<file path="src/rtl/player_status_if.sv">
// Status link between the game control side and the UART status transmitter.
// master drives the game status and observes the line; slave is the transmitter.
interface player_status_if;
  logic       start_pressed;
  logic       game_ended;
  logic [7:0] score;
  logic       tx;
  logic       tx_busy;
  logic       frame_sent;

  modport master (
    output start_pressed, game_ended, score,
    input  tx, tx_busy, frame_sent
  );

  modport slave (
    input  start_pressed, game_ended, score,
    output tx, tx_busy, frame_sent
  );
endinterface

</file>
<file path="src/rtl/player_status_tx.sv">
// Sends {A,ended,start}, score, xor as a 3-byte 8N1 frame on change or keep-alive.
// Latency: input change to start bit is 2 cycles when idle; no backpressure, changes queue one frame.
module player_status_tx #(
  parameter int CLK_HZ         = 65_000_000,
  parameter int BAUD           = 115_200,
  parameter int REFRESH_CYCLES = 6_500_000
) (
  input logic            clk,
  input logic            rst,
  player_status_if.slave link
);
  localparam int DIV = CLK_HZ / BAUD;
  localparam int DW  = (DIV > 2) ? $clog2(DIV) : 1;
  localparam int RW  = (REFRESH_CYCLES > 2) ? $clog2(REFRESH_CYCLES) : 1;

  typedef enum logic [2:0] {IDLE, START, DATA, STOP, GAP} state_t;

  state_t          state, state_nxt;
  logic [DW-1:0]   baud_cnt;
  logic [2:0]      bit_cnt;
  logic [1:0]      byte_idx;
  logic [RW-1:0]   refresh_cnt;
  logic            pending;
  logic            prev_start, prev_ended;
  logic [7:0]      prev_score;
  logic [7:0]      b0, b1;
  logic [7:0]      cur_byte;
  logic            baud_end, frame_start, change, refresh_hit;
  logic            tx_o, busy_o, sent_o;

  always_comb begin
    baud_end    = (baud_cnt == DW'(DIV - 1));
    frame_start = (state == IDLE) && pending;
    change      = (prev_start != link.start_pressed) ||
                  (prev_ended != link.game_ended) ||
                  (prev_score != link.score);
    // Only fires while nothing is queued, so a coincident change yields one frame.
    refresh_hit = (state == IDLE) && !pending &&
                  (refresh_cnt == RW'(REFRESH_CYCLES - 2));
  end

  always_ff @(posedge clk) begin
    if (rst) state <= IDLE;
    else     state <= state_nxt;
  end

  always_comb begin
    state_nxt = state;
    case (state)
      IDLE:    if (pending) state_nxt = START;
      START:   if (baud_end) state_nxt = DATA;
      DATA:    if (baud_end && bit_cnt == 3'd7) state_nxt = STOP;
      STOP:    if (baud_end) state_nxt = (byte_idx == 2'd2) ? GAP : START;
      GAP:     if (baud_end) state_nxt = IDLE;
      default: state_nxt = IDLE;
    endcase
  end

  always_ff @(posedge clk) begin
    if (rst) begin
      baud_cnt    <= '0;
      bit_cnt     <= '0;
      byte_idx    <= '0;
      refresh_cnt <= '0;
      pending     <= 1'b1;
      prev_start  <= 1'b0;
      prev_ended  <= 1'b0;
      prev_score  <= '0;
      b0          <= '0;
      b1          <= '0;
    end else begin
      prev_start <= link.start_pressed;
      prev_ended <= link.game_ended;
      prev_score <= link.score;

      baud_cnt <= (state == IDLE || baud_end) ? '0 : baud_cnt + DW'(1);

      if (state == DATA && baud_end) bit_cnt <= bit_cnt + 3'd1;

      if (frame_start)                  byte_idx <= '0;
      else if (state == STOP && baud_end) byte_idx <= byte_idx + 2'd1;

      if (frame_start)        refresh_cnt <= '0;
      else if (state == IDLE) refresh_cnt <= refresh_cnt + RW'(1);

      // The snapshot consumes pending; anything arriving later queues a follow-up.
      if (change || refresh_hit) pending <= 1'b1;
      else if (frame_start)      pending <= 1'b0;

      if (frame_start) begin
        b0 <= {4'hA, 2'b00, link.game_ended, link.start_pressed};
        b1 <= link.score;
      end
    end
  end

  always_comb begin
    case (byte_idx)
      2'd0:    cur_byte = b0;
      2'd1:    cur_byte = b1;
      default: cur_byte = b0 ^ b1;
    endcase
    tx_o   = 1'b1;
    busy_o = (state != IDLE);
    sent_o = 1'b0;
    case (state)
      START:   tx_o = 1'b0;
      DATA:    tx_o = cur_byte[bit_cnt];
      GAP:     sent_o = baud_end;
      default: tx_o = 1'b1;
    endcase
  end

  assign link.tx         = tx_o;
  assign link.tx_busy    = busy_o;
  assign link.frame_sent = sent_o;
endmodule
</file>
<file path="src/flat_wrapper.sv">
// flat-port wrapper written by rule: the top's interface ports become plain ports
module player_status_tx_flat 
#(
  parameter int CLK_HZ         = 65_000_000,
  parameter int BAUD           = 115_200,
  parameter int REFRESH_CYCLES = 6_500_000
)
  (clk, rst, link_start_pressed, link_game_ended, link_score, link_tx, link_tx_busy, link_frame_sent);
  player_status_if link_i ();
  input logic clk;
  input logic rst;
  input wire logic [$bits(link_i.start_pressed)-1:0] link_start_pressed;
  input wire logic [$bits(link_i.game_ended)-1:0] link_game_ended;
  input wire logic [$bits(link_i.score)-1:0] link_score;
  output wire logic [$bits(link_i.tx)-1:0] link_tx;
  output wire logic [$bits(link_i.tx_busy)-1:0] link_tx_busy;
  output wire logic [$bits(link_i.frame_sent)-1:0] link_frame_sent;
  assign link_i.start_pressed = link_start_pressed;
  assign link_i.game_ended = link_game_ended;
  assign link_i.score = link_score;
  assign link_tx = link_i.tx;
  assign link_tx_busy = link_i.tx_busy;
  assign link_frame_sent = link_i.frame_sent;
  player_status_tx #(.CLK_HZ(CLK_HZ), .BAUD(BAUD), .REFRESH_CYCLES(REFRESH_CYCLES)) u_core (.clk(clk), .rst(rst), .link(link_i));
endmodule
</file>
<file path="config.mk">
export PLATFORM = sky130hd
export DESIGN_NAME = player_status_tx_flat
export DESIGN_NICKNAME = d
export VERILOG_FILES = /design/src/rtl/player_status_if.sv /design/src/rtl/player_status_tx.sv /design/src/flat_wrapper.sv
export SDC_FILE = /design/constraint.sdc
export NUM_CORES = 1
export LEC_CHECK = 0
export CORE_UTILIZATION = 50
export DETAILED_ROUTE_END_ITERATION = 6
export HOLD_SLACK_MARGIN = 0.15
export PLACE_DENSITY = 0.68
export RECOVER_POWER = 25
export SETUP_SLACK_MARGIN = 0.15
export SLEW_MARGIN = 20
export SYNTH_ARGS = -nofsm -noshare
export SYNTH_HDL_FRONTEND = slang
export SYNTH_SLANG_ARGS = --single-unit
</file>
<file path="constraint.sdc">
create_clock -name clk -period 4.55 [get_ports clk]
set_input_delay 0.91 -clock clk [delete_from_list [all_inputs] [get_ports clk]]
set_output_delay 0.91 -clock clk [all_outputs]
set_load 0.005 [all_outputs]
</file>
==> reports/summary.log <==
INFO  status         run_status=completed
INFO  yosys          netlist_top_cells_area=dfxtp_1 42%, xor2_1 5.3%, a21oi_1 4.8%, nand2_1 4.4%, nor2_1 4.0%
INFO  yosys          post_synth_instance_area=3002squm
INFO  yosys          synth.ff_latch_count=63
INFO  grt            grt_util_all_layers=21.09%
INFO  yosys          synth_top_area_share=42.02%
INFO  place          port_buffers=14
INFO  power          swShare=23.05%
INFO  yosys          yosysMostFrequentCell=dfxtp_1
INFO  yosys          share_of_the_yosys_chip_area_belonging_to_registers=42.02%
INFO  yosys          ys_top_cells_by_count=63 x dfxtp_1, 35 x nand2_1, 32 x nor2_1, 29 x a21oi_1, 18 x xor2_1
INFO  sta            report.final.setup_viol=0
INFO  critical_path  highest_fanout_seen_on_the_critical_path=14
INFO  clock_network  cts.clk_slew.worst_paths=0.07ns
INFO  final_layout   fill_cells=534
INFO  detailed_routing dr.pass1.iters=4
INFO  detailed_routing route.final.wire_length=5.931mm
INFO  grt            busiest_layer=met2
INFO  sta            setup_total_negative_slack=0ns
INFO  clock_network  tritoncts.num_buffers=9
INFO  clock_network  cts_htree_levels=3
INFO  grt            grt.met2_usage=32.48%
INFO  power          p_int=872.4uW
INFO  place          gpl.final_weighted_congestion=0.7929
INFO  critical_path  worst-endpoint-required=3.64ns
INFO  grt            grt_pass1_vias=2,268
INFO  hold_path      hold_path_class=register to register
INFO  sta            drv_slew=0
INFO  detailed_routing postRouteAntennaNets=0
INFO  sta            fmax=0.2989GHz
INFO  critical_path  worstSetupStartpointType=register
INFO  clock_network  clock_latency=0.34ns
INFO  yosys          net_count_synth=371
INFO  sta            fin_worst_skew=0.005188ns
INFO  flow_run       cap_viol_max_count=0
INFO  power          leakage_power_total=1.172nW
INFO  yosys          synth_enable_flop_cells=0
INFO  detailed_routing dr.first_iter.drc_count=115
INFO  power          p_seq_share=50.4%
INFO  floorplan      fp.dieW=79.48microns
INFO  sta            finalHoldViolCount=0
INFO  power          vdd.ir_drop.worst=0.2349mV
INFO  sta            maxSlewHeadroom=53.98%
INFO  yosys          avgSynthCellArea=8.552squm
INFO  critical_path  critPathCaptureType=primary output
INFO  place          place.detailed.hpwl=4.027mm
INFO  floorplan      row_count=27
INFO  critical_path  worstSetupPathType=register to primary output
INFO  yosys          yosys.area.top_type=dfxtp_1
INFO  grt            gr-total-overflow=0
INFO  grt            grt_pass1_wl=10.43mm
INFO  power          cellPowerDensity=333.0nW/um^2
INFO  grt            grt_antenna_before_repair=0
INFO  power          total_switching_power=261.3uW
INFO  floorplan      start_util=53.20%
INFO  sta            finalWorstPathRequiredPeriod=3.346ns
INFO  detailed_routing routed_wire_length_per_instance=13.51microns
INFO  floorplan      die_height=79.48microns
INFO  yosys          postSynthCellCount=351
INFO  sta            min_period_over_period=73.54%
INFO  detailed_routing avgViaCountPerCell=5.595
INFO  final_layout   post_route_cells_drive_above_1_share=7.357%
INFO  clock_network  cts_setup_buffers=0
INFO  floorplan      die_area=6317squm
INFO  sta            final_critical_path_setup_slack=1.204ns
INFO  clock_network  clk_path_buf_depth=2
INFO  yosys          yosys_warnings=0
INFO  sta            grt_setup_unrepaired=no
INFO  clock_network  clock-sinks=63
INFO  final_layout   antenna_cells_inserted=0
INFO  detailed_routing num_vias=2,456
INFO  yosys          synth-async-reset-ratio=0%
INFO  clock_network  cts_hold_repair.buffers=0
INFO  final_layout   nets_final=382
INFO  place          dp_slack=1.614ns
INFO  clock_network  post_cts_resize_count=0
INFO  grt            grt_start_max_net_pins=23
INFO  power          p_comb_share=5.1%
INFO  grt            grt_util_met3=5.829%
INFO  critical_path  worst-endpoint-arrival=2.44ns
INFO  clock_network  tritoncts=yes
INFO  sta            worst_pin_slew=0.6874ns
INFO  floorplan      coreArea=5642squm
INFO  yosys          yosys_most_used_dff=dfxtp_1
INFO  power          pwr-share-clk=44.5%
INFO  clock_network  cts_root_buffer=clkbuf_8
INFO  final_layout   area.growth.synth_to_final=13.42%
INFO  yosys          synth_cell_type_count=47
INFO  floorplan      io_pins=15
INFO  grt            met1_usage=27.77%
INFO  detailed_routing drc=0
## area by class of cell
cell class	count	area [sq um]	share of cell area (%)
Tap cell	72	90.09	2.646
Sequential cell	63	1261	37.05
Inverter	10	37.54	1.103
Clock buffer	11	151.4	4.447
Multi-Input combinational cell	262	1657	48.66
Clock inverter	5	56.30	1.654
Timing Repair Buffer	16	151.4	4.447
## worst paths after layout
kind	depth (start not counted)	startpoint	slack (ns)	to
max	5	u_core.state[1]	1.20	link_tx
max reg2reg	5	u_core.state[1]	2.14	u_core.refresh_cnt[15]
min reg2reg	2	u_core.b1[4]	0.45	u_core.b1[4]
min	2	u_core.b1[4]	0.45	u_core.b1[4]
## state kept, by name, indices dropped and copies added (netlist names)
signal              cells
u_core.state            3
u_core.b1               8
u_core.prev_ended       1
u_core.prev_score       8
u_core.bit_cnt          3
u_core.baud_cnt        10
u_core.prev_start       1
u_core.b0               3
u_core.refresh_cnt     23
u_core.pending          1
u_core.byte_idx         2
## per-layer routing
layer / part of all wire [%] / vias to the layer above
met4: 1.5 / 0
met1: 51 / 1159
li1: - / 1267
met3: 2.5 / 8
met5: 0 / -
met2: 45 / 22
## layout by cell type, fill, tap and decap left out, types with 5 or more instances in the layout
cell	synthesis	routed
inv_1	9	9
nand2_1	35	35
clkdlybuf4s50_1	0	13
clkbuf_8	0	11
nor2b_1	12	12
o31ai_1	9	9
nor4_1	5	5
nand4_1	14	14
a21oi_1	29	29
nand3_1	14	14
xnor2_1	9	9
or4_1	10	10
xor2_1	18	18
o21ai_0	7	7
dfxtp_1	63	63
and3_1	8	8
ha_1	8	8
or3_1	6	6
nor2_1	32	32
## worst max-delay path, cell delays in order (launching register included)
cell	delay (ns)
dfxtp_1	0.73
nor3b_1	0.53
nand2b_1	0.10
a31oi_1	0.16
a222oi_1	0.10
clkdlybuf4s50_1	0.48
## power groups by stage
stage	Clock (mW)	Combinational, mW	Sequential [mW]
final	0.504	0.0578	0.572
after global routing	0.542	0.0644	0.573
after CTS	0.514	0.0587	0.572
after detailed placement	0	0.0586	0.584
after global placement	0	0.0576	0.584
after floorplan	0	0.0359	0.581
## cell families after synthesis
group                      Yosys count  share of synthesized area (%)
buffers and inverters               26                          3.293
DFF                                 63                          42.02
xor gates and xnor gates            27                          7.878
AOI/OAI and AO/OA                   60                          12.26
adders and majority gates            8                          3.335
muxes                                5                          1.792
and+or+nand+nor                    162                          29.43
## through the flow
stage	cells	hold slack, ns	power [mW]	util (%)	instance area, sq um
floorplan	351	0.4261	0.6173	-	3002
global placement	423	0.4420	0.6415	56.58	3192
detailed placement	423	0.4462	0.6430	56.58	3192
CTS	439	0.4578	1.145	60.26	3400
global route	439	0.4779	1.179	60.35	3405
finish	439	0.4549	1.134	60.35	3405
(Power assumes the default switching activity.)
